## config.mk

```make
export PLATFORM = sky130hd
export DESIGN_NAME = serial_subtractor
export DESIGN_NICKNAME = d
export VERILOG_FILES = /design/src/rtl/serial_subtractor.sv
export SDC_FILE = /design/constraint.sdc
export NUM_CORES = 1
export LEC_CHECK = 0
export ABC_AREA = 1
export CORE_MARGIN = 4
export CORE_UTILIZATION = 51
export DETAILED_ROUTE_END_ITERATION = 10
export GPL_TIMING_DRIVEN = 1
export PLACE_DENSITY = 0.86
export SYNTH_ARGS = -nofsm -noshare
export SYNTH_HDL_FRONTEND = slang
export SYNTH_SLANG_ARGS = --single-unit
export TNS_END_PERCENT = 30
```

## constraint.sdc

```tcl
create_clock -name clk -period 2.1 [get_ports clk]
set_input_delay 0.42 -clock clk [delete_from_list [all_inputs] [get_ports clk]]
set_output_delay 0.42 -clock clk [all_outputs]
set_load 0.01 [all_outputs]
```

## src/rtl/serial_subtractor.sv

```systemverilog
// serial_subtractor: bit-serial a - b - bin, LSB first, one full-subtractor
// cell evaluated per clock. The result is packed as {borrow_out, difference}.
//
// Optional build macro SERIAL_SUBTRACTOR_ADD_EN adds an 'op' input
// (0 = subtract, 1 = add, with bin acting as carry-in).
//
// state | meaning
// ------+-----------------------------------------------------------
// IDLE  | waiting for operands, in_ready=1
// SHIFT | one bit per edge through the cell, WIDTH edges in total
// DONE  | diff valid and held until out_ready, in_ready=0

module serial_subtractor #(
    parameter int WIDTH = 4
) (
    input  logic             clk,
    input  logic             reset_n,
    input  logic             in_valid,
    output logic             in_ready,
    input  logic [WIDTH-1:0] a,
    input  logic [WIDTH-1:0] b,
    input  logic             bin,
`ifdef SERIAL_SUBTRACTOR_ADD_EN
    input  logic             op,
`endif
    output logic             out_valid,
    input  logic             out_ready,
    output logic [WIDTH:0]   diff,
    output logic             busy
);

    localparam int CW = $clog2(WIDTH);
    localparam logic [CW-1:0] LAST = CW'(WIDTH - 1);

    typedef enum logic [1:0] {
        IDLE  = 2'd0,
        SHIFT = 2'd1,
        DONE  = 2'd2
    } state_t;

    state_t           state_q;
    state_t           state_d;

    // sh_a holds the minuend and doubles as the result register: each SHIFT
    // edge consumes one minuend bit at the bottom and fills the freed top
    // slot with the new difference bit.
    logic [WIDTH-1:0] sh_a;
    logic [WIDTH-1:0] sh_b;
    logic             br;
    logic [CW-1:0]    cnt;
    logic [WIDTH:0]   diff_q;
    logic             add_q;

    logic             ai;
    logic             bi;
    logic             d;
    logic             br_nxt;
    logic             last_bit;

    assign ai       = sh_a[0];
    assign bi       = sh_b[0];
    assign d        = ai ^ bi ^ br;
    assign last_bit = (cnt == LAST);

    // Full-subtractor borrow, or full-adder carry when the add option is latched.
    always_comb begin
        br_nxt = (~ai & bi) | (~ai & br) | (bi & br);
        if (add_q) begin
            br_nxt = (ai & bi) | (ai & br) | (bi & br);
        end
    end

`ifdef SERIAL_SUBTRACTOR_ADD_EN
    // Operation select is captured together with the operands.
    always_ff @(posedge clk or negedge reset_n) begin
        if (!reset_n) begin
            add_q <= 1'b0;
        end else if (state_q == IDLE && in_valid) begin
            add_q <= op;
        end
    end
`else
    assign add_q = 1'b0;
`endif

    // State register.
    always_ff @(posedge clk or negedge reset_n) begin
        if (!reset_n) begin
            state_q <= IDLE;
        end else begin
            state_q <= state_d;
        end
    end

    // Next-state decode.
    always_comb begin
        state_d = state_q;
        case (state_q)
            IDLE:    if (in_valid)  state_d = SHIFT;
            SHIFT:   if (last_bit)  state_d = DONE;
            DONE:    if (out_ready) state_d = IDLE;
            default:                state_d = IDLE;
        endcase
    end

    // Operand capture, bit-serial shifting and final result capture.
    always_ff @(posedge clk or negedge reset_n) begin
        if (!reset_n) begin
            sh_a   <= '0;
            sh_b   <= '0;
            br     <= 1'b0;
            cnt    <= '0;
            diff_q <= '0;
        end else begin
            case (state_q)
                IDLE: begin
                    if (in_valid) begin
                        sh_a <= a;
                        sh_b <= b;
                        br   <= bin;
                        cnt  <= '0;
                    end
                end
                SHIFT: begin
                    sh_a <= {d, sh_a[WIDTH-1:1]};
                    sh_b <= {1'b0, sh_b[WIDTH-1:1]};
                    br   <= br_nxt;
                    cnt  <= cnt + CW'(1);
                    if (last_bit) begin
                        diff_q <= {br_nxt, d, sh_a[WIDTH-1:1]};
                    end
                end
                default: ;
            endcase
        end
    end

    assign in_ready  = (state_q == IDLE);
    assign out_valid = (state_q == DONE);
    assign busy      = (state_q == SHIFT) || (state_q == DONE);
    assign diff      = diff_q;

endmodule

```

==> report_table.html, run 1 <==
<table>
<tr><th>Metric</th><th>Value</th></tr>
<tr><th colspan="2">Outcome</th></tr>
<tr><td>Result of the run</td><td>finished, final reports clean</td></tr>
<tr><th colspan="2">STA</th></tr>
<tr><td>Relative max-transition margin</td><td>0.8359</td></tr>
<tr><td>Smallest setup slack after layout</td><td>82.37 ps</td></tr>
<tr><td>Maximum clock skew at final layout</td><td>8.174 ps</td></tr>
<tr><td>Post-layout minimum cycle time</td><td>roughly 2000 ps</td></tr>
<tr><td>Worst-Margin Slew</td><td>between 200 and 250 ps</td></tr>
<tr><td>Unrepaired setup endpoints after global routing</td><td>no</td></tr>
<tr><td>Hold Fails Final Rpt</td><td>0</td></tr>
<tr><td>Highest attainable clock frequency</td><td>slightly below 0.5 GHz</td></tr>
<tr><td>Count of endpoints failing setup in the final report</td><td>0</td></tr>
<tr><td>Sum of negative setup slack</td><td>0 ps</td></tr>
<tr><td>Final worst path period share</td><td>0.9608</td></tr>
<tr><td>Max Slew Vio Count</td><td>0</td></tr>
<tr><th colspan="2">Synthesis</th></tr>
<tr><td>Number of register bits inferred by synthesis</td><td>18</td></tr>
<tr><td>Synth Area in Simple Gates</td><td>0.3024</td></tr>
<tr><td>XOR/XNOR share of the synthesized area</td><td>0</td></tr>
<tr><td>Proportion of netlist area held by the largest area contributor</td><td>0.4993</td></tr>
<tr><td>Sequential area share after synthesis</td><td>0.4993</td></tr>
<tr><td>Main area contributors after synthesis</td><td>sky130_fd_sc_hd__dfrtp_1 50%, sky130_fd_sc_hd__nand2_1 27%, sky130_fd_sc_hd__ha_1 5.5%</td></tr>
<tr><td>Cells after Synth</td><td>roughly 120</td></tr>
<tr><td>Portion of netlist area occupied by mux cells</td><td>0.01110</td></tr>
<tr><td>Cell type with the largest total area after synthesis</td><td>sky130_fd_sc_hd__dfrtp_1</td></tr>
<tr><td>Adder-cell area share of the yosys netlist</td><td>0.07767</td></tr>
<tr><td>Share of the synthesized area in compound gates (AO/OA/AOI/OAI)</td><td>0.03883</td></tr>
<tr><td>Number of nets in the synthesized netlist</td><td>133</td></tr>
<tr><td>Mean Syn Cell Area</td><td>between 7 and 8 sq um</td></tr>
<tr><td>Dominant combinational cell family by area after synthesis</td><td>simple AND/OR/NAND/NOR gates</td></tr>
<tr><td>Area of the mapped netlist</td><td>roughly 900 sq um</td></tr>
<tr><td>Number of warnings reported in the yosys synthesis log</td><td>0</td></tr>
<tr><td>Distinct cell type count of the synthesized netlist</td><td>14</td></tr>
<tr><th colspan="2">Pwr</th></tr>
<tr><td>Sequential Power Share</td><td>0.359</td></tr>
<tr><td>Power per cell area</td><td>1425 nW/um^2</td></tr>
<tr><td>Leakage power total</td><td>between 0.6 and 0.7 nW</td></tr>
<tr><td>Design internal power</td><td>988.2 uW</td></tr>
<tr><td>Net Sw Power</td><td>approximately 680 uW</td></tr>
<tr><td>VDD IR-drop max</td><td>between 700 and 800 uV</td></tr>
<tr><td>Comb power frac</td><td>0.513</td></tr>
<tr><td>Switch share</td><td>0.4085</td></tr>
<tr><td>Power, Total</td><td>1.671 mW</td></tr>
<tr><td>Clock share of power</td><td>0.128</td></tr>
<tr><th colspan="2">Job</th></tr>
<tr><td>Max_cap viols</td><td>0</td></tr>
<tr><th colspan="2">Critical path</th></tr>
<tr><td>Worst Reg-to-Reg Cells</td><td>8</td></tr>
<tr><td>Highest-delay cell along the critical path</td><td>sky130_fd_sc_hd__clkdlybuf4s50_1</td></tr>
<tr><td>CP max FO</td><td>5</td></tr>
<tr><td>Endpoint of the worst-slack reg-to-reg timing path</td><td>sh_a[3]$_DFFE_PN0P_</td></tr>
<tr><td>Crit Path Class</td><td>flip-flop to primary output</td></tr>
<tr><td>Element type at the critical path end</td><td>primary output</td></tr>
<tr><td>Crit path required time</td><td>around 1700 ps</td></tr>
<tr><td>Cell-by-cell trace of the critical path</td><td>inv_1 -&gt; ha_1 -&gt; clkdlybuf4s50_1</td></tr>
<tr><td>Critical Path Stages</td><td>3</td></tr>
<tr><td>Critical path launch point</td><td>state_q[1]$_DFFE_PN0P_</td></tr>
<tr><td>Launching point of the worst reg2reg path</td><td>state_q[1]$_DFFE_PN0P_</td></tr>
<tr><td>Endpoint of the worst setup timing path</td><td>in_ready</td></tr>
<tr><td>Critical Path Start Type</td><td>flip-flop</td></tr>
<tr><td>Number of buffers and inverters on the critical path</td><td>2</td></tr>
<tr><td>Critical Path Max Stage Delay</td><td>around 570 ps</td></tr>
<tr><td>Slack of the worst reg-to-reg path</td><td>between 600 and 700 ps</td></tr>
<tr><td>WP data arrival</td><td>around 1600 ps</td></tr>
<tr><td>CP delay by family, top</td><td>buffers and inverters</td></tr>
<tr><th colspan="2">Route</th></tr>
<tr><td>DRT antenna net count</td><td>0</td></tr>
<tr><td>Starting DRC count in detailed routing</td><td>14</td></tr>
<tr><td>Via count</td><td>782</td></tr>
<tr><td>First-pass iteration count of the detailed router</td><td>4</td></tr>
<tr><td>Wire per inst</td><td>approximately 11 um</td></tr>
<tr><td>Via density per instance</td><td>roughly 4.8</td></tr>
<tr><td>Total wirelength of the detailed-routed design</td><td>between 1.5 and 2 mm</td></tr>
<tr><td>Number of DRC violations after detailed routing</td><td>0</td></tr>
<tr><th colspan="2">Clock network</th></tr>
<tr><td>TritonCTS clock tree</td><td>yes</td></tr>
<tr><td>Reg clk slew, reported paths</td><td>between 100 and 150 ps</td></tr>
<tr><td>Cts hold-fix bufs</td><td>0</td></tr>
<tr><td>Number of clock sinks seen by CTS</td><td>18</td></tr>
<tr><td>Post-CTS setup buffer count</td><td>0</td></tr>
<tr><td>Skew-Pair Late Insertion Delay</td><td>around 300 ps</td></tr>
<tr><td>Clock root buffer</td><td>sky130_fd_sc_hd__clkbuf_4</td></tr>
<tr><td>CTS-repair resized insts</td><td>0</td></tr>
<tr><td>TritonCTS buffer count</td><td>3</td></tr>
<tr><td>Longest Clk Path Bufs</td><td>2</td></tr>
<tr><td>H-tree levels</td><td>1</td></tr>
<tr><th colspan="2">Die</th></tr>
<tr><td>Die Outline Area</td><td>between 2000 and 3000 sq um</td></tr>
<tr><td>Vert. Die Dim</td><td>around 50 um</td></tr>
<tr><td>Standard-cell row count</td><td>14</td></tr>
<tr><td>Die span in x</td><td>50.06 um</td></tr>
<tr><td>Starting density of the core</td><td>0.5659</td></tr>
<tr><td>Total core area</td><td>1594 sq um</td></tr>
<tr><td>Number of placed I/O pins</td><td>21</td></tr>
<tr><th colspan="2">Min path</th></tr>
<tr><td>Worst min-delay path category</td><td>input pin to asynchronous set/reset pin</td></tr>
<tr><th colspan="2">Global routing</th></tr>
<tr><td>Wire length of the first global-routing pass</td><td>~3.4 mm</td></tr>
<tr><td>Remaining global-route overflow</td><td>0</td></tr>
<tr><td>Met1 routing resource usage after global routing</td><td>0.2104</td></tr>
<tr><td>Met3 GRT Util</td><td>0.02410</td></tr>
<tr><td>Largest net degree at the start of global routing</td><td>19</td></tr>
<tr><td>Met2 track demand over resource in global routing</td><td>0.3239</td></tr>
<tr><td>Most crowded layer after global routing</td><td>met2</td></tr>
<tr><td>Total global-route track usage</td><td>0.1778</td></tr>
<tr><td>Antenna violations before repair</td><td>0</td></tr>
<tr><td>Via count of the first global-routing pass</td><td>~750</td></tr>
<tr><th colspan="2">Finish</th></tr>
<tr><td>Fraction of final layout cells sized beyond drive strength 1</td><td>0.06429</td></tr>
<tr><td>Post-synthesis to final-layout area growth</td><td>29.96%</td></tr>
<tr><td>Post-layout net count</td><td>between 150 and 200</td></tr>
<tr><td>Fillers</td><td>roughly 110</td></tr>
<tr><td>Post-route standard cell area excluding fillers</td><td>around 1200 sq um</td></tr>
<tr><td>Final antenna diode count</td><td>0</td></tr>
<tr><th colspan="2">Place</th></tr>
<tr><td>Post-DP HPWL</td><td>1.489 mm</td></tr>
<tr><td>Placed Area</td><td>approximately 1100 sq um</td></tr>
<tr><td>Final estimated routing congestion in global placement</td><td>about 0.77</td></tr>
<tr><td>Minimum setup slack after placement</td><td>426.6 ps</td></tr>
<tr><td>Quantity of I/O buffers inserted on ports</td><td>20</td></tr>
</table>
cells in the final DEF, fill, tap and decap left out:
cell type and count:
sky130_fd_sc_hd__o21ai_0 3, sky130_fd_sc_hd__nand4_1 1, sky130_fd_sc_hd__inv_1 11, sky130_fd_sc_hd__nand3_1 4
sky130_fd_sc_hd__buf_4 3, sky130_fd_sc_hd__inv_2 1, sky130_fd_sc_hd__dfrtp_1 18, sky130_fd_sc_hd__mux2i_1 1
sky130_fd_sc_hd__fa_1 1, sky130_fd_sc_hd__clkbuf_4 3, sky130_fd_sc_hd__nand2_2 1, sky130_fd_sc_hd__clkbuf_8 1
sky130_fd_sc_hd__o21ai_1 4, sky130_fd_sc_hd__nand2_1 64, sky130_fd_sc_hd__ha_1 4, sky130_fd_sc_hd__clkdlybuf4s50_1 20
how the worst min path moves through the flow:
stage               slack [ps]                 from                   to
finish                     440              reset_n  diff[3]$_DFFE_PN0P_
global route               470              reset_n  diff[0]$_DFFE_PN0P_
CTS                        460              reset_n  sh_a[2]$_DFFE_PN0P_
detailed placement         460  sh_b[2]$_DFFE_PN0P_  sh_b[2]$_DFFE_PN0P_
global placement           460  sh_b[1]$_DFFE_PN0P_  sh_b[1]$_DFFE_PN0P_
floorplan                  120              reset_n       br$_DFFE_PN0P_
sequential cells by signal, summed over array words and instances (netlist names):
name / cells
br: 1
cnt: 2
diff: 5
sh_a: 4
sh_b: 4
state_q: 2
cells in the mapped netlist:
cell type	number
sky130_fd_sc_hd__nand4_1	1
sky130_fd_sc_hd__nand2_1	64
sky130_fd_sc_hd__o21ai_1	4
sky130_fd_sc_hd__inv_1	11
sky130_fd_sc_hd__ha_1	4
sky130_fd_sc_hd__o21ai_0	3
sky130_fd_sc_hd__buf_6	1
sky130_fd_sc_hd__nand3_1	4
sky130_fd_sc_hd__nand2_2	1
sky130_fd_sc_hd__dfrtp_1	18
sky130_fd_sc_hd__mux2i_1	1
sky130_fd_sc_hd__fa_1	1
sky130_fd_sc_hd__buf_4	1
sky130_fd_sc_hd__inv_2	1
per-layer routing:
layer,routed length (um),part of all wire
met4,23,0.012
met2,935,0.50
met3,96,0.051
met1,829,0.44
met5,0,0
logic make-up (layout without fill, tap and decap cells):
family,Yosys count,in the layout
adder cells (fa/ha/maj),5,5
AO/OA/AOI/OAI,7,7
multiplexers,1,1
AND/OR/NAND/NOR,70,70
flip-flops,18,18
buffers and inverters,14,39
power by group through the flow:
stage / clock (mW) / combinational (mW) / sequential, mW
floorplan: 0 / 0.542 / 0.608
global placement: 0 / 0.814 / 0.594
detailed placement: 0 / 0.866 / 0.607
CTS: 0.219 / 0.865 / 0.600
global route: 0.235 / 0.970 / 0.623
finish: 0.214 / 0.857 / 0.599
per-stage QoR:
stage / instances / util / hold slack (ps)
2_1_floorplan: 115 / - / 124.4
3_3_place_gp: 160 / 0.7127 / 455.8
3_5_place_dp: 160 / 0.7127 / 461.6
4_1_cts: 164 / 0.7355 / 456.0
5_1_grt: 164 / 0.7355 / 466.7
6_report: 164 / 0.7355 / 440.0
cell type report:
cell class,count,area (sq um),area share
Sequential cell,18,450.4,0.3842
Multi-Input combinational cell,83,387.9,0.3308
Timing Repair Buffer,23,222.7,0.1900
Inverter,12,45.04,0.03842
Clock buffer,4,36.28,0.03095
Tap cell,24,30.03,0.02561
Note: power is estimated with default switching activity, not from simulation.
==> run 2, diff against run 1 <==
--- a/config.mk
+++ b/config.mk
@@ -6,6 +6,7 @@
 export NUM_CORES = 1
 export LEC_CHECK = 0
 export ABC_AREA = 1
+export CAP_MARGIN = 20
 export CORE_MARGIN = 4
 export CORE_UTILIZATION = 51
 export DETAILED_ROUTE_END_ITERATION = 10
==> results of run 2 <==
No change in the layout: final DEF, timing and power equal those of run 1.
==> RTL edit (config.mk and constraints of run 1) <==
Re-encode `state_t` (3 states) as one-hot, 3 bits wide.
--- a/src/rtl/serial_subtractor.sv
+++ b/src/rtl/serial_subtractor.sv
@@ -32,10 +32,10 @@
     localparam int CW = $clog2(WIDTH);
     localparam logic [CW-1:0] LAST = CW'(WIDTH - 1);
 
-    typedef enum logic [1:0] {
-        IDLE  = 2'd0,
-        SHIFT = 2'd1,
-        DONE  = 2'd2
+    typedef enum logic [2:0] {
+        IDLE  = 3'b001,
+        SHIFT = 3'b010,
+        DONE  = 3'b100
     } state_t;
 
     state_t           state_q;
Function: same outputs for any inputs over 10 cycles, from zero or initial values and one cycle with reset_n low; not proved beyond that.
==> RTL edit against run 1 <==
  * Combinational power shrank 8.6%
  * Synthesized area rose by 7.2%
  * Design area is 4.6% higher
  * Worst setup slack better by 8.7 ps
  * Power fell by 4.0%
  * Sequential cell count is 1 higher
  * Clock power shrank 12%
  * Routed wire length rose by 4.4%
  * Critical endpoint is now out_valid
==> RTL edit: results (changes against run 1) <==
- Global route overflow: 0 (unchanged)
- Via Count: 816 (+4.3%)
- Register area share after synthesis: 49.3% (-0.64 points)
- Outcome: finished, final reports clean
- H-tree depth: 1 (unchanged)
- Distinct cells, synth: 21 (+7)
- CTS Buf Count: 3 (unchanged)
- CP Launch Point: state_q[1]$_DFFE_PN0P_
- Reg2reg setup slack: 710 ps (+40 ps)
- Syn Inst Count: 116 (+0.87%)
- DR WL/cell: 11.9 µm (+3.7%)
- CTS max path bufs: 2 (unchanged)
- Via density: 4.95 (+3.7%)
- Syn nets: 131 (-1.5%)
- Synth top area cells: dfrtp_1 (47%), nand2_1 (19%), o21ai_2 (5.4%)
- Slew at the pin with the worst max-slew slack: 262 ps (+16.4 ps)
- Most common library cells after synthesis: nand2_1 (50), dfrtp_1 (18), inv_1 (11)
- Gpl congestion: 0.773 (about the same)
- Hold crit path type: in2async
- Ys Warns: 0 (unchanged)
- Clock Latency Late Sink: 300 ps (about the same)
- R2R Path Start: state_q[0]$_DFFE_PN1P_
- Share of cells above drive strength 1: 16.4% (+10 points)
- P_leak: 0.660 nW (+4.4%)
- FF-to-FF path depth: 6 (-2)
- Syn Std Cell Area: 967 µm² (+7.2%)
- CP Data Arrival Time: 1590 ps
- Drt pass-1 iters: 4 (unchanged)
- R2r endpoint: sh_a[1]$_DFFE_PN0P_
- Crit path to: out_valid
- Fin nets: 156 (-1.9%)
- Vias in the first global route: 760 (+2.0%)
- NetSw: 0.684 mW (+0.24%)
- First-pass GRT wire length: 3250 µm (-4.9%)
- IO Port Bufs: 20 (unchanged)
- Setup Skew: 2.22 ps (-5.95 ps)
- Post-synthesis async set-or-reset flop share: 100% (unchanged)
- Final HPWL DP: 1490 µm (about the same)
- DRT iter0 DRCs: 24 (+10)
- Critical path class: reg2out
- Crit Path Max Fanout: 3 (-2)
- Top FF cell, synth: dfrtp_1
- Worst vdd ir: 722 µV (-8.2%)
- Total track usage: 16.8% (-0.95 points)
- Largest net degree at the start of global routing: 20 (+1)
- Hold buffers post-CTS: 0 (unchanged)
- Number of flip-flops under the largest register name: 5 (unchanged)
RTL edit: cell count changes in the layout (fill, tap and decap cells not counted), moves of 2 or more:
cell / delta
o21ai_0: -2
nor2_1: +3
nand2_1: -14
clkdlybuf4s50_1: -2
o21ai_1: +2
o21ai_2: +6
inv_2: +2
ha_1: -3
RTL edit: repair_timing:
action                                  4_1_cts  5_1_grt
buffers inserted                              0        0
pin swaps                                     0        0
endpoints found under the setup margin        1        2
gates resized for setup                       1        3
RTL edit: area by class of cell:
class,count,area [µm²]
multi-input combinational,80,414
tap,25,31.3
clock inverter,1,5.00
inverter,15,58.8
timing repair buffer,22,218
sequential,19,477
clock buffer,3,22.5
fill,143,538
RTL edit: cells by family after synthesis:
family	after synthesis	synth area share [%]
compound gates	13	9.06
fa+ha+maj	2	3.36
buf+inv	17	8.41
flops	19	49.3
simple gates	65	29.9
RTL edit: worst min-delay path by stage:
stage / to / slack (ps) / cells past startpoint
global placement: cnt[1]$_DFFE_PN0P_ / 460 / 2
global route: diff[3]$_DFFE_PN0P_ / 430 / 2
CTS: diff[4]$_DFFE_PN0P_ / 430 / 2
floorplan: br$_DFFE_PN0P_ / 120 / 0
finish: diff[4]$_DFFE_PN0P_ / 430 / 2
detailed placement: sh_a[3]$_DFFE_PN0P_ / 470 / 2
RTL edit: power groups by stage:
| stage | logic, mW | clock network (mW) | registers [mW] |
|---|---|---|---|
| 6_report | 0.783 | 0.189 | 0.632 |
| 5_1_grt | 0.874 | 0.212 | 0.649 |
| 4_1_cts | 0.795 | 0.194 | 0.629 |
| 3_5_place_dp | 0.794 | 0 | 0.637 |
| 3_3_place_gp | 0.755 | 0 | 0.625 |
| 2_1_floorplan | 0.523 | 0 | 0.632 |
RTL edit: through the flow:
step | instance area, µm² | setup WS [ps]
after CTS | 1220 | 14.7
after global placement | 1190 | 220
after global routing | 1230 | 23.5
final | 1230 | 91.1
after floorplan | 967 | 616
after detailed placement | 1190 | 198
RTL edit: critical path: stages (launching register included):
cell and delay [ps]:
dfrtp_1 460, nor3_2 250, clkdlybuf4s50_1 570
RTL edit: metal layers:
metal  vias up  GRT usage, %  routed length [µm]
met5         -             0                   0
met4         0          10.5                  65
met3         7          2.87                  76
met2        20          29.2                1010
met1       383          19.1                 817
li1        406             -                   -
